## src/rtl/uart_rx_fifo.sv

```systemverilog
// Generic FWFT FIFO: head visible combinationally, write-to-read latency 1 clk.
// Backpressure: wr_rdy low when full unless a read frees a slot in the same cycle.
module fifo #(
   parameter int WIDTH = 9,
   parameter int DEPTH = 16
) (
   input  logic                         clk,
   input  logic                         rst_n,
   input  logic                         wr_vld,
   input  logic [WIDTH-1:0]             wr_dat,
   output logic                         wr_rdy,
   output logic                         rd_vld,
   output logic [WIDTH-1:0]             rd_dat,
   input  logic                         rd_rdy,
   output logic [$clog2(DEPTH+1)-1:0]   level,
   output logic                         full
);
   localparam int AW = $clog2(DEPTH);
   localparam int LW = $clog2(DEPTH + 1);

   logic [WIDTH-1:0] mem [DEPTH];
   logic [AW-1:0]    wr_ptr;
   logic [AW-1:0]    rd_ptr;
   logic [LW-1:0]    cnt;
   logic             wr_fire;
   logic             rd_fire;

   assign full    = (cnt == LW'(DEPTH));
   assign rd_vld  = (cnt != '0);
   assign wr_rdy  = !full || rd_rdy;
   assign wr_fire = wr_vld && wr_rdy;
   assign rd_fire = rd_vld && rd_rdy;
   assign rd_dat  = rd_vld ? mem[rd_ptr] : '0;
   assign level   = cnt;

   // Storage is deliberately left out of reset; rd_vld gates what is visible.
   always_ff @(posedge clk) begin
      if (wr_fire) mem[wr_ptr] <= wr_dat;
   end

   always_ff @(posedge clk or negedge rst_n) begin
      if (!rst_n) begin
         wr_ptr <= '0;
         rd_ptr <= '0;
         cnt    <= '0;
      end else begin
         if (wr_fire) wr_ptr <= wr_ptr + AW'(1);
         if (rd_fire) rd_ptr <= rd_ptr + AW'(1);
         unique case ({wr_fire, rd_fire})
            2'b10:   cnt <= cnt + LW'(1);
            2'b01:   cnt <= cnt - LW'(1);
            default: cnt <= cnt;
         endcase
      end
   end
endmodule

// UART receive buffer: stores {rx_error, rx_data} per rx_ready strobe, FWFT output 1 clk after push.
// Backpressure: none toward the receiver; frames arriving while full are dropped and flagged in overflow.
module uart_rx_fifo #(
   parameter int DATA_BITS = 8,
   parameter int DEPTH     = 16,
   parameter bit DROP_ERR  = 1'b0
) (
   input  logic                         clk,
   input  logic                         rst_n,
   input  logic                         rx_ready,
   input  logic [DATA_BITS-1:0]         rx_data,
   input  logic                         rx_error,
   output logic                         out_valid,
   output logic [DATA_BITS-1:0]         out_data,
   output logic                         out_err,
   input  logic                         out_ready,
   output logic [$clog2(DEPTH+1)-1:0]   level,
   output logic                         full,
   output logic                         overflow,
   input  logic                         ovf_clr,
   output logic [7:0]                   err_count
);
   logic               push_vld;
   logic               push_rdy;
   logic               ovf_set;
   logic [DATA_BITS:0] head;

   assign push_vld = rx_ready && !(DROP_ERR && rx_error);
   assign ovf_set  = push_vld && !push_rdy;

   fifo #(
      .WIDTH (DATA_BITS + 1),
      .DEPTH (DEPTH)
   ) u_fifo (
      .clk    (clk),
      .rst_n  (rst_n),
      .wr_vld (push_vld),
      .wr_dat ({rx_error, rx_data}),
      .wr_rdy (push_rdy),
      .rd_vld (out_valid),
      .rd_dat (head),
      .rd_rdy (out_ready),
      .level  (level),
      .full   (full)
   );

   assign {out_err, out_data} = head;

   // A frame lost in the same cycle as a clear keeps the flag set.
   always_ff @(posedge clk or negedge rst_n) begin
      if (!rst_n) begin
         overflow  <= 1'b0;
         err_count <= 8'd0;
      end else begin
         if (ovf_set)      overflow <= 1'b1;
         else if (ovf_clr) overflow <= 1'b0;
         if (rx_ready && rx_error && err_count != 8'hFF)
            err_count <= err_count + 8'd1;
      end
   end
endmodule

```

## config.mk

```make
export PLATFORM = sky130hd
export DESIGN_NAME = uart_rx_fifo
export DESIGN_NICKNAME = d
export VERILOG_FILES = /design/src/rtl/uart_rx_fifo.sv
export SDC_FILE = /design/constraint.sdc
export NUM_CORES = 1
export LEC_CHECK = 0
export BUFFER_PORTS_ARGS = -buffer_cell sky130_fd_sc_hd__buf_2
export CAP_MARGIN = 20
export CORE_AREA = 3 3 112 114
export CTS_BUF_LIST = sky130_fd_sc_hd__clkbuf_8
export DETAILED_ROUTE_END_ITERATION = 7
export DIE_AREA = 0 0 115 117
export PLACE_DENSITY_LB_ADDON = 0.15
export SLEW_MARGIN = 20
export SYNTH_ARGS = -nofsm -noshare
export SYNTH_HDL_FRONTEND = slang
export SYNTH_SLANG_ARGS = --single-unit
```

## constraint.sdc

```tcl
create_clock -name clk -period 4.7 [get_ports clk]
set_input_delay 0.235 -clock clk [delete_from_list [all_inputs] [get_ports clk]]
set_output_delay 0.235 -clock clk [all_outputs]
set_load 0.03 [all_outputs]
```

Word-level counts from Yosys, hierarchy flattened

Memories as Yosys holds them, arrays and structs flattened.
Index checks and enable logic that the tools add are counted.
W data, S select, Z words.

Output and inout port bits: 25
Memory bits (read-only): 0
Register bits after elaboration: 22
Word-level logic and storage cells: 32
Input port bits: 14
Latch bits: 0
Memories kept: 1
Memory bits (writable): 144

Shift-type cells: 0
Multipliers: 0
Bitwise operators: 0
Magnitude comparators: 0
Add/subtract/negate cells: 5
Muxes and demuxes: 6
Div/mod/pow operators: 0
Equal/unequal tests: 4
Reductions and logical operators: 11

Memories:

| name       | words | width | rd ports | clocked after memory_dff | write ports | RTL line | text |
|---|---|---|---|---|---|---|---|
| u_fifo.mem | 16    | 9     | 1        | 0                        | 1           | 21       | `logic [WIDTH-1:0] mem [DEPTH];` |

Operator list:

| kind                  | count |
|---|---|
| $pmux W5 S2           | 1 |
| $mux W9               | 1 |
| $add A4 B1 Y4 const B | 2 |
| $add A8 B1 Y8 const B | 1 |
| $ne A8 B8 Y1 const B  | 1 |
| $add A5 B1 Y5 const B | 1 |
| $eq A5 B5 Y1 const B  | 1 |
| $logic_and A1 B1 Y1   | 5 |
| $reduce_bool A5 Y1    | 1 |
| $sub A5 B1 Y5 const B | 1 |
| $mux W1               | 4 |
| $reduce_bool A2 Y1    | 2 |
| $eq A2 B1 Y1 const B  | 1 |
| $eq A2 B2 Y1 const B  | 1 |
| $logic_not A1 Y1      | 2 |
| $logic_or A1 B1 Y1    | 1 |

Longest topological paths before layout

Gate-level depths: netlist of the first run.

Depth after elaboration: 6
Mapped depth: 13
Gate-level depth less buffers: 11

By module

From an unflattened synthesis of the first run, not the netlist that was laid out.

Cells, all modules: 357
Area, all modules: 6815.3 µm²

Modules (own cells, without submodules):

| module       | times used | cells an instance | area each (µm²) | sequential area each (µm²) |
|---|---|---|---|---|
| fifo         | 1          | 315               | 6356.1          | 4649.5 |
| uart_rx_fifo | 1          | 42                | 459.2           | 225.2 |

Worst setup path after synthesis of the first run

No wires, ideal clock.

Kind: register -> register
Start: register u_fifo.cnt[1], in the netlist u_fifo.level[1]
End: register u_fifo.cnt[4], in the netlist u_fifo.level[4]
Slack: 1.685 ns
Required time: 4.552 ns
Period minus slack after synthesis: 3.015 ns
Buffers on the path: 2
Stages on the path, launching flop included: 14
Arrival: 2.868 ns
Setup time: 0.148 ns
Cell sequence: dfrtp_1 -> buf_2 -> nor4_4 -> nand2_2 -> nand2_1 -> inv_2 -> ha_1 -> clkbuf_1 -> xor2_1 -> ha_1 -> o211a_1 -> or4_1 -> o2111ai_1 -> a311oi_1

Elaborated cells on any way between the ends: 12
Those cells by class: add/sub (2); eq/ne (3); mux (1); reduce/logical (6)

RTL lines:

| what                                              | RTL line | text |
|---|---|---|
| start, declared                                   | 24       | `logic [LW-1:0] cnt;` |
| start signal, assigned                            | 50       | `2'b10: cnt <= cnt + LW'(1);` |
| start signal, assigned                            | 51       | `2'b01: cnt <= cnt - LW'(1);` |
| start signal, assigned                            | 52       | `default: cnt <= cnt;` |
| $reduce_bool A5 Y1 *                              | 29       | `assign rd_vld = (cnt != '0);` |
| $logic_and A1 B1 Y1 *                             | 32       | `assign rd_fire = rd_vld && rd_rdy;` |
| via u_fifo.rd_fire                                | 26       | `logic rd_fire;` |
| $eq A2 B1 Y1 or $eq A2 B2 Y1 (tied branches)      | 49       | `unique case ({wr_fire, rd_fire})` |
| $pmux W5 S2 or $reduce_bool A2 Y1 (tied branches) | -        |  |

The timed path passes the listed nets; every way through them passes the cells marked *.
A chain may end at the register's enable or synchronous reset.

Final worst setup path of the first run

Start: register u_fifo.rd_ptr[1]
End: output port out_data[3]

Cells in the longest elaborated chain, start to end: 2

RTL lines:

| what                   | RTL line | text |
|---|---|---|
| start, declared        | 23       | `logic [AW-1:0] rd_ptr;` |
| start signal, assigned | 48       | `if (rd_fire) rd_ptr <= rd_ptr + AW'(1);` |
| $mem_v2 Z16 W9         | -        |  |
| $mux W9                | 33       | `assign rd_dat = rd_vld ? mem[rd_ptr] : '0;` |
| end, declared          | 71       | `output logic [DATA_BITS-1:0] out_data,` |

No other way between the ends.

==> flow_summary.toml, run 1 <==
[detailed_routing]
vias_per_cell = 6.01
wirelength_um = 12300
via_count = 3408
ant_nets = 0
first_iter_violations = 361
drc_errors = 0
wl_per_cell_um = 21.7
firstDrtPassIters = 4

[min_path]
hold_depth = 2
hold_start = "rx_ready"
hold_path.class = "primary input to register"
min_to = "overflow"

[critical_path]
path_cells = "mux4_1 > mux2_2 > o21ai_1 > a21oi_1 > buf_2"
rr_startpoint = "u_fifo.level[2]"
crit_path_start_kind = "register"
critPathMaxFanout = 39
worstRegToRegCells = 11
r2r_slack_ns = 1.53
max_stage_delay_ns = 1.05
slowest_stage = "dfrtp_2"
cp-startpoint = "u_fifo.rd_ptr[1]"
r2r_end = "u_fifo.level[4]"
cpLargestDelayFamily = "flip-flops"
required_ns = 4.47
path_buf_inv = 1
end_kind = "primary output"
arrival_ns = 2.96
crit_type = "register to primary output"

[yosys]
ys.flop_type = "edfxtp_1"
seq_area_frac_synth_pct = 70.2
yosys.area.top_type = "edfxtp_1"
postSynth.asyncResetShare_pct = 13.3
synth_seq_cells = 166
syn_nets = 389
syn_area_um2 = 6940
yosys_warnings = 0
synth_edf_count = 144
synth.area.top_cells = "edfxtp_1, dfrtp_1, mux4_1"
syn_area_per_cell_um2 = 19.0
yosys.cell_types.count = 47
syn_inst = 365
netlist.area_leader.share_pct = 62.3

[power_and_ir_drop]
p_leak_nw = 2.70
p_clk_share_pct = 22.4
p_seq_share_pct = 45.4
p_comb_share_pct = 32.2
p_per_area_nw_per_um2 = 606
ir_drop_mv = 0.346
p_int_mw = 3.03
power_switching_mw = 1.58
p_sw_share_pct = 34.3
power_mw = 4.62

[global_routing]
grt_start_max_net_pins = 40
antenna_found_initial = 0
grt_overflow = 0
grt_usage_pct = 20.0
grt_pass1_vias = 3503
grt_pass1_wl_um = 19300

[placed_design]
gp_congestion = 0.811
dp_cells = 534
io_buffers = 38
hpwlAfterDp_um = 7890

[layout]
final_cell_count_no_fill = 567
multi_input_area_um2 = 1890
drive_above_1_share_pct = 24.8
seq_area_um2 = 4880
n_antenna_cell = 0
nNetsFinal = 435
n_fill_cell = 788
area_growth_pct = 9.79
layout_commonest_cell = "edfxtp_1"
final_cell_mix = "edfxtp_1, buf_2, dfrtp_1"

[clock_tree]
root_buffer = "clkbuf_8"
cts_hold_buf = 1
tritoncts = "yes"
cts_num_sinks = 166
clkTransAtPathRegs_ns = 0.08
post_cts_buffers = 0
clk_latency_ns = 0.44
cts_buffers = 17
cts-resized-gates = 0
ctsHtreeMaxLevel = 4
cts_buffer_depth = 2

[timing]
final_hold_viol_count = 0
relSlewSlack_pct = 30.1
fin_tns_setup_ns = 0
clock.fmax_mhz = 313
layout_min_cycle_time_ns = 3.20
worstMarginPinSlew_ns = 1.04
fin_crit_sh_pct = 68.0
rsz0062_at_grt = "no"
finalClockSkew_ns = 0.00757
setup_viol = 0
drv_slew = 0

[floorplanning]
initial_core_util_pct = 60.3
core_um2 = 11500
row_count = 39
dieArea_um2 = 13500
die_w_um = 115
io_pins = 39
die_y_um = 117

[flow_run]
max_cap_violations = 0

[status]
outcome = "complete, no violations"
state kept, by name, indices dropped and copies added, names as in the netlist:
| signal | flops |
|---|---|
| u_fifo.rd_ptr | 4 |
| u_fifo.wr_ptr | 4 |
| u_fifo.mem | 144 |
| overflow | 1 |
| u_fifo.level | 5 |
| err_count | 8 |
through the flow:
stage                     setup slack (ns)  utilization [%]  hold slack (ns)  instance area [µm²]
after CTS                             1.44             66.2           0.0608                 7620
after detailed placement              1.54             62.6            0.236                 7210
after global routing                  1.32             66.2           0.0683                 7620
after floorplan                       1.68                -          -0.0606                 6940
final                                 1.50             66.2           0.0844                 7620
after global placement                1.67             62.6            0.233                 7210
synthesized netlist by cell type (2+ instances only):
library cell,n
ha_1,10
a311oi_1,2
nor3_1,4
inv_1,6
bufbuf_8,2
nand3_1,4
mux4_2,18
dfrtp_1,22
o21ai_1,12
and3_1,4
nor2_1,15
nand4_1,4
mux4_1,18
nand2b_1,3
xnor2_1,15
mux2i_1,9
mux2_2,11
xor2_1,2
clkbuf_1,3
edfxtp_1,144
inv_2,2
buf_6,3
a21oi_1,11
buf_2,5
buf_4,2
nand2_1,13
logic make-up (layout without fill, tap and decap cells):
logic type,Yosys count,in the layout,share of synthesized area (%)
XOR/XNOR,17,17,2.15
flip-flops,166,166,70.2
buffers and inverters,26,85,2.54
AO/OA/AOI/OAI,33,33,3.14
adder cells (fa/ha/maj),10,10,1.80
AND/OR/NAND/NOR,56,56,4.22
multiplexers,57,57,15.9
worst register-to-register path: stages (launching register included):
cell,delay [ns]
dfrtp_1,0.48
nor4_4,0.45
nand2_2,0.25
nand2_1,0.22
inv_2,0.06
ha_1,0.33
xor2_1,0.21
ha_1,0.23
o211a_1,0.22
or4_1,0.41
o2111ai_1,0.10
a311oi_1,0.07
layer usage:
metal | track usage (%) | share of wire (%) | wire (µm) | vias to the layer above
met1 | 26.5 | 43 | 5320 | 1731
met3 | 5.14 | 5.7 | 696 | 21
met5 | 0 | 0 | 0 | -
met2 | 32.4 | 49 | 6070 | 98
met4 | 7.20 | 1.8 | 220 | 0
li1 | - | - | - | 1558
cell type report:
class	instances	area share, %
flip-flops and latches	166	64.0
multi-input cells	173	24.8
repair buffers	45	3.22
clock buffers	17	3.07
well taps	143	2.35
clock inverters	15	2.18
inverters	8	0.394
how the worst max path moves through the flow:
stage                     slack (ns)         endpoint  depth (start not counted)
after floorplan                 1.68  u_fifo.level[4]                         13
final                           1.50      out_data[3]                          5
after global routing            1.32  u_fifo.level[4]                         11
after CTS                       1.44      out_data[3]                          5
after detailed placement        1.54  u_fifo.level[4]                         11
after global placement          1.67  u_fifo.level[4]                         11
power by group through the flow:
| stage | logic, mW | registers [mW] | clock network (mW) |
|---|---|---|---|
| final | 1.49 | 2.09 | 1.04 |
| after global routing | 1.61 | 2.13 | 1.12 |
| after CTS | 1.51 | 2.10 | 1.06 |
| after detailed placement | 1.50 | 2.13 | 0 |
| after global placement | 1.48 | 2.11 | 0 |
| after floorplan | 1.22 | 2.02 | 0 |
(Power assumes the default switching activity.)
==> inputs of run 2 (changes only) <==
Clock period 4.7 ns to 3.1 ns, I/O delays scaled along.
==> flow_summary.toml, run 2 (synthesis results as in run 1) <==
[status]
outcome = "complete, no violations"

[flow_run]
max_cap_violations = 0

[global_routing]
grtUsageMet3_pct = 4.32
grtUsageMet2_pct = 32.7
grt_pass1_wl_um = 19800
busiest_layer = "met2"
antenna_found_initial = 0
grt_usage_pct = 20.2
use_met1_pct = 27.7
grt_overflow = 0
grt_start_max_net_pins = 28
grt_pass1_vias = 3529

[detailed_routing]
wirelength_um = 12200
vias_per_cell = 5.84
drc_errors = 0
ant_nets = 0
first_iter_violations = 391
wl_per_cell_um = 20.8
firstDrtPassIters = 4
via_count = 3431

[critical_path]
crit_type = "register to primary output"
critPathMaxFanout = 24
required_ns = 2.94
max_stage_delay_ns = 0.82
arrival_ns = 2.66
path_buf_inv = 1
rr_startpoint = "u_fifo.level[1]"
r2r_slack_ns = 0.32
cpLargestDelayFamily = "multiplexers"
cp.depth = 5
worstRegToRegCells = 12
path_cells = "mux4_1 > mux2_2 > o21ai_1 > a21oi_1 > buf_2"
cp-startpoint = "u_fifo.rd_ptr[1]"
r2r_end = "u_fifo.level[4]"
end_kind = "primary output"
slowest_stage = "dfrtp_2"
crit_path_start_kind = "register"
endpoint = "out_data[3]"

[power_and_ir_drop]
p_leak_nw = 2.83
ir_drop_mv = 0.580
power_mw = 7.12
p_per_area_nw_per_um2 = 910

[timing]
final_hold_viol_count = 0
clock.fmax_mhz = 355
finalClockSkew_ns = 0.0104
rsz0062_at_grt = "no"
relSlewSlack_pct = 41.0
worst_slack_ns = 0.280
holdWs_ns = 0.0339
worstMarginPinSlew_ns = 0.885
drv_slew = 0
fin_tns_setup_ns = 0
setup_viol = 0
layout_min_cycle_time_ns = 2.82
fin_crit_sh_pct = 91.0

[floorplanning]
core_um2 = 11500
dieArea_um2 = 13500
die_y_um = 117
die_w_um = 115
initial_core_util_pct = 60.3
row_count = 39
io_pins = 39

[clock_tree]
ctsHtreeMaxLevel = 4
root_buffer = "clkbuf_8"
cts_buffer_depth = 2
cts_buffers = 17
clkTransAtPathRegs_ns = 0.08
clk_latency_ns = 0.45
cts_num_sinks = 166
tritoncts = "yes"

[min_path]
hold_path.class = "primary input to register"

[layout]
layout_commonest_cell = "edfxtp_1"
largest_register_ffs = 144
final_cell_mix = "edfxtp_1, buf_2, clkbuf_8, buf_4, dfrtp_1"
nNetsFinal = 455
area_growth_pct = 12.8
n_antenna_cell = 0
largest_register = "u_fifo.mem"
drive_above_1_share_pct = 29.3

[placed_design]
gp_congestion = 0.762
place_ws_ns = 0.0948
io_buffers = 38
hpwlAfterDp_um = 8220
-- run 2: changes by cell type in the layout (fill, tap and decap cells not counted) --
cell           delta
buf_4            +17
clkinv_1          -7
clkbuf_8          +6
dlygate4sd3_1     +2
buf_12            +1
bufinv_16         -1
clkinvlp_4        +1
ha_1              -1
ha_2              +1
inv_1             +1
-- run 2: area by class of cell --
class	count	area [µm²]
flip-flops and latches	166	4880
fillers	770	3690
multi-input cells	173	1890
repair buffers	65	413
clock buffers	23	317
well taps	143	179
clock inverters	9	121
inverters	8	30.0
-- run 2: worst register-to-register path: cells and delay by family, from the launching register on --
| kind | cells | cell delay [ns] |
|---|---|---|
| buffers and inverters | 2 | 0.24 |
| DFF | 1 | 0.49 |
| xor gates and xnor gates | 1 | 0.18 |
| adders and majority gates | 2 | 0.49 |
| AOI/OAI and AO/OA | 3 | 0.39 |
| and+or+nand+nor | 4 | 0.88 |
-- run 2: metal layers --
| metal | routed length [µm] | part of all wire [%] | vias to the layer above |
|---|---|---|---|
| li1 | - | - | 1590 |
| met1 | 5330 | 44 | 1732 |
| met2 | 6100 | 50 | 97 |
| met3 | 636 | 5.2 | 12 |
| met4 | 165 | 1.3 | 0 |
| met5 | 0 | 0 | - |
-- run 2: how the worst min path moves through the flow --
stage | endpoint | startpoint | slack, ns | depth (start not counted)
after floorplan | err_count[0] | rst_n | -0.14 | 0
after global placement | err_count[6] | rst_n | 0.16 | 1
after detailed placement | err_count[6] | rst_n | 0.15 | 1
after CTS | overflow | ovf_clr | 0.006 | 3
after global routing | overflow | ovf_clr | 0.03 | 3
final | overflow | ovf_clr | 0.03 | 3
-- run 2: stage by stage --
stage / instances / area [µm²] / util [%]
6_report: 587 / 7830 / 68.0
2_1_floorplan: 365 / 6940 / -
3_3_place_gp: 551 / 7350 / 63.8
5_1_grt: 587 / 7830 / 68.0
3_5_place_dp: 551 / 7350 / 63.8
4_1_cts: 586 / 7820 / 67.9
-- run 2: power breakdown --
| part | internal, mW | switching (mW) |
|---|---|---|
| Sequential | 2.74 | 0.394 |
| Combinational | 1.07 | 1.28 |
| Clock | 0.918 | 0.717 |
| Total | 4.73 | 2.39 |
-- run 2: timing repair --
item | 4_1_cts | 5_1_grt
endpoints found under the hold margin | 25 | 0
resized for setup | 0 | 1
buffers inserted | 0 | 1
endpoints found under the setup margin | 0 | 1
hold buffers | 3 | 0
==> inputs of run 3 (changes only) <==
Settings changed: ABC_AREA from default to 1, CORE_AREA 3 3 112 114 to 3 3 173 175, DIE_AREA 0 0 115 117 to 0 0 176 178, PLACE_DENSITY_LB_ADDON 0.15 to default.
==> flow_summary.toml, run 3 <==
[timing]
relSlewSlack_pct = 40.5
drv_slew = 0
clock.fmax_mhz = 361
setup_viol = 0
worstMarginPinSlew_ns = 0.890
fin_crit_sh_pct = 89.5
fin_tns_setup_ns = 0
layout_min_cycle_time_ns = 2.77
final_hold_viol_count = 0
worst_slack_ns = 0.326
rsz0062_at_grt = "no"
finalClockSkew_ns = 0.0150

[power_and_ir_drop]
p_sw_share_pct = 40.9
ir_drop_mv = 0.555
p_leak_nw = 3.15
p_per_area_nw_per_um2 = 934
p_seq_share_pct = 38.1
p_comb_share_pct = 39.6
p_int_mw = 4.55
p_clk_share_pct = 22.3
power_switching_mw = 3.15

[min_path]
min_to = "overflow"
hold_depth = 3
hold_path.class = "primary input to register"
hold_start = "rx_ready"

[critical_path]
arrival_ns = 2.62
path_cells = "inv_2 > nand3_1 > nand3_1 > nand2_1 > nand2_1 > a21oi_1 > buf_2"
r2r_end = "u_fifo.level[4]"
required_ns = 2.94
crit_type = "register to primary output"
max_stage_delay_ns = 0.67
r2r_slack_ns = 0.63
worstRegToRegCells = 14
critPathMaxFanout = 37
rr_startpoint = "u_fifo.level[0]"
crit_path_start_kind = "register"
end_kind = "primary output"
slowest_stage = "dfrtp_1"

[detailed_routing]
first_iter_violations = 369
drc_errors = 0
firstDrtPassIters = 5
vias_per_cell = 4.35
wirelength_um = 16600
via_count = 4734
ant_nets = 0
wl_per_cell_um = 15.3

[layout]
largest_register = "u_fifo.mem"
n_antenna_cell = 0
drive_above_1_share_pct = 13.5
layout_commonest_cell = "nand2_1"
final_cell_mix = "nand2_1, edfxtp_1, nand3_1"
n_fill_cell = 2935
nNetsFinal = 715
area_growth_pct = 15.6
largest_register_ffs = 144

[floorplanning]
io_pins = 39
row_count = 62
core_um2 = 28600
dieArea_um2 = 31300
die_y_um = 178
die_w_um = 176
initial_core_util_pct = 24.9

[placed_design]
gp_congestion = 0.808
place_ws_ns = 0.644
io_buffers = 38
hpwlAfterDp_um = 10300

[global_routing]
grt_usage_pct = 10.8
grt_pass1_vias = 4591
grt_pass1_wl_um = 26000
grt_start_max_net_pins = 75
grt_overflow = 0
antenna_found_initial = 0

[yosys]
syn_inst = 641
synth_seq_cells = 166
ys.flop_type = "edfxtp_1"
synthTopCellsByCount = "nand2_1, edfxtp_1, nand3_1, dfrtp_1, nor2_1"
synth_most_common_cell = "nand2_1"
syn_area_per_cell_um2 = 11.1
postSynth.asyncResetShare_pct = 13.3
yosys_warnings = 0
synth_edf_count = 144
yosys.cell_types.count = 29
seq_area_frac_synth_pct = 68.4
syn_area_um2 = 7130
syn_nets = 665
yosys.area.top_type = "edfxtp_1"
synth.area.top_cells = "edfxtp_1, nand2_1, nand3_1"
netlist.area_leader.share_pct = 60.7

[clock_tree]
cts_num_sinks = 166
ctsHtreeMaxLevel = 4
clk_latency_ns = 0.44
cts-resized-gates = 0
root_buffer = "clkbuf_8"
clkTransAtPathRegs_ns = 0.08
tritoncts = "yes"
cts_buffers = 17
cts_hold_buf = 3
cts_buffer_depth = 2
post_cts_buffers = 0

[flow_run]
max_cap_violations = 0

[status]
outcome = "complete, no violations"
[run 3: cell count changes after synthesis, moves of 10 or more]
| cell | delta |
|---|---|
| inv_1 | +12 |
| mux4_2 | -18 |
| o21ai_1 | -10 |
| mux4_1 | -18 |
| nand2_1 | +212 |
| mux2_2 | -11 |
| nand3_1 | +118 |
[run 3: worst max-delay path, delay by kind of cell (launching register included)]
family	cells	cell delay [ns]
DFF	1	0.67
AOI/OAI and AO/OA	1	0.29
and+or+nand+nor	4	0.49
buffers and inverters	2	0.72
[run 3: cells by family after synthesis]
family / synth area share (%)
xor+xnor: 1.72
flops: 68.4
simple gates: 22.3
buf+inv: 3.67
compound gates: 2.16
fa+ha+maj: 1.76
[run 3: metal layers]
metal / GRT usage, % / vias up / wire length, µm
li1: - / 2295 / -
met1: 14.8 / 2263 / 7540
met2: 17.0 / 152 / 7750
met3: 2.60 / 24 / 966
met4: 3.79 / 0 / 381
met5: 0 / - / 0
[run 3: worst max path at each step]
stage | startpoint | endpoint | slack, ns | depth (start not counted)
after floorplan | u_fifo.level[0] | u_fifo.level[4] | 0.56 | 14
after global placement | u_fifo.level[0] | u_fifo.level[4] | 0.70 | 14
after detailed placement | u_fifo.level[0] | u_fifo.level[4] | 0.64 | 14
after CTS | u_fifo.rd_ptr[1] | out_data[2] | 0.33 | 7
after global routing | u_fifo.rd_ptr[0] | out_data[6] | 0.13 | 8
final | u_fifo.rd_ptr[1] | out_data[1] | 0.33 | 7
[run 3: power by group through the flow]
stage	Combinational (mW)	Sequential, mW	Clock (mW)
global route	3.38	2.96	1.85
CTS	3.07	2.93	1.75
floorplan	2.09	3.05	0
detailed placement	3.05	2.98	0
global placement	3.03	2.97	0
finish	3.05	2.93	1.72
[run 3: stage by stage]
step                cells  cell area [µm²]  utilization, %  power (mW)  hold WS [ns]
floorplan             641             7130               -        5.14        -0.141
global placement     1053             7760            27.1        6.00         0.165
detailed placement   1053             7760            27.1        6.03         0.163
CTS                  1088             8240            28.8        7.75        0.0711
global route         1088             8240            28.8        8.20        0.0693
finish               1088             8240            28.8        7.70        0.0948
[run 3: area by class of cell]
type | count | area, µm² | area share [%]
sequential | 166 | 4880 | 59.2
multi-input combinational | 425 | 1990 | 24.1
tap | 384 | 480 | 5.83
timing repair buffer | 58 | 360 | 4.37
clock buffer | 17 | 234 | 2.84
clock inverter | 15 | 211 | 2.57
inverter | 23 | 86.3 | 1.05
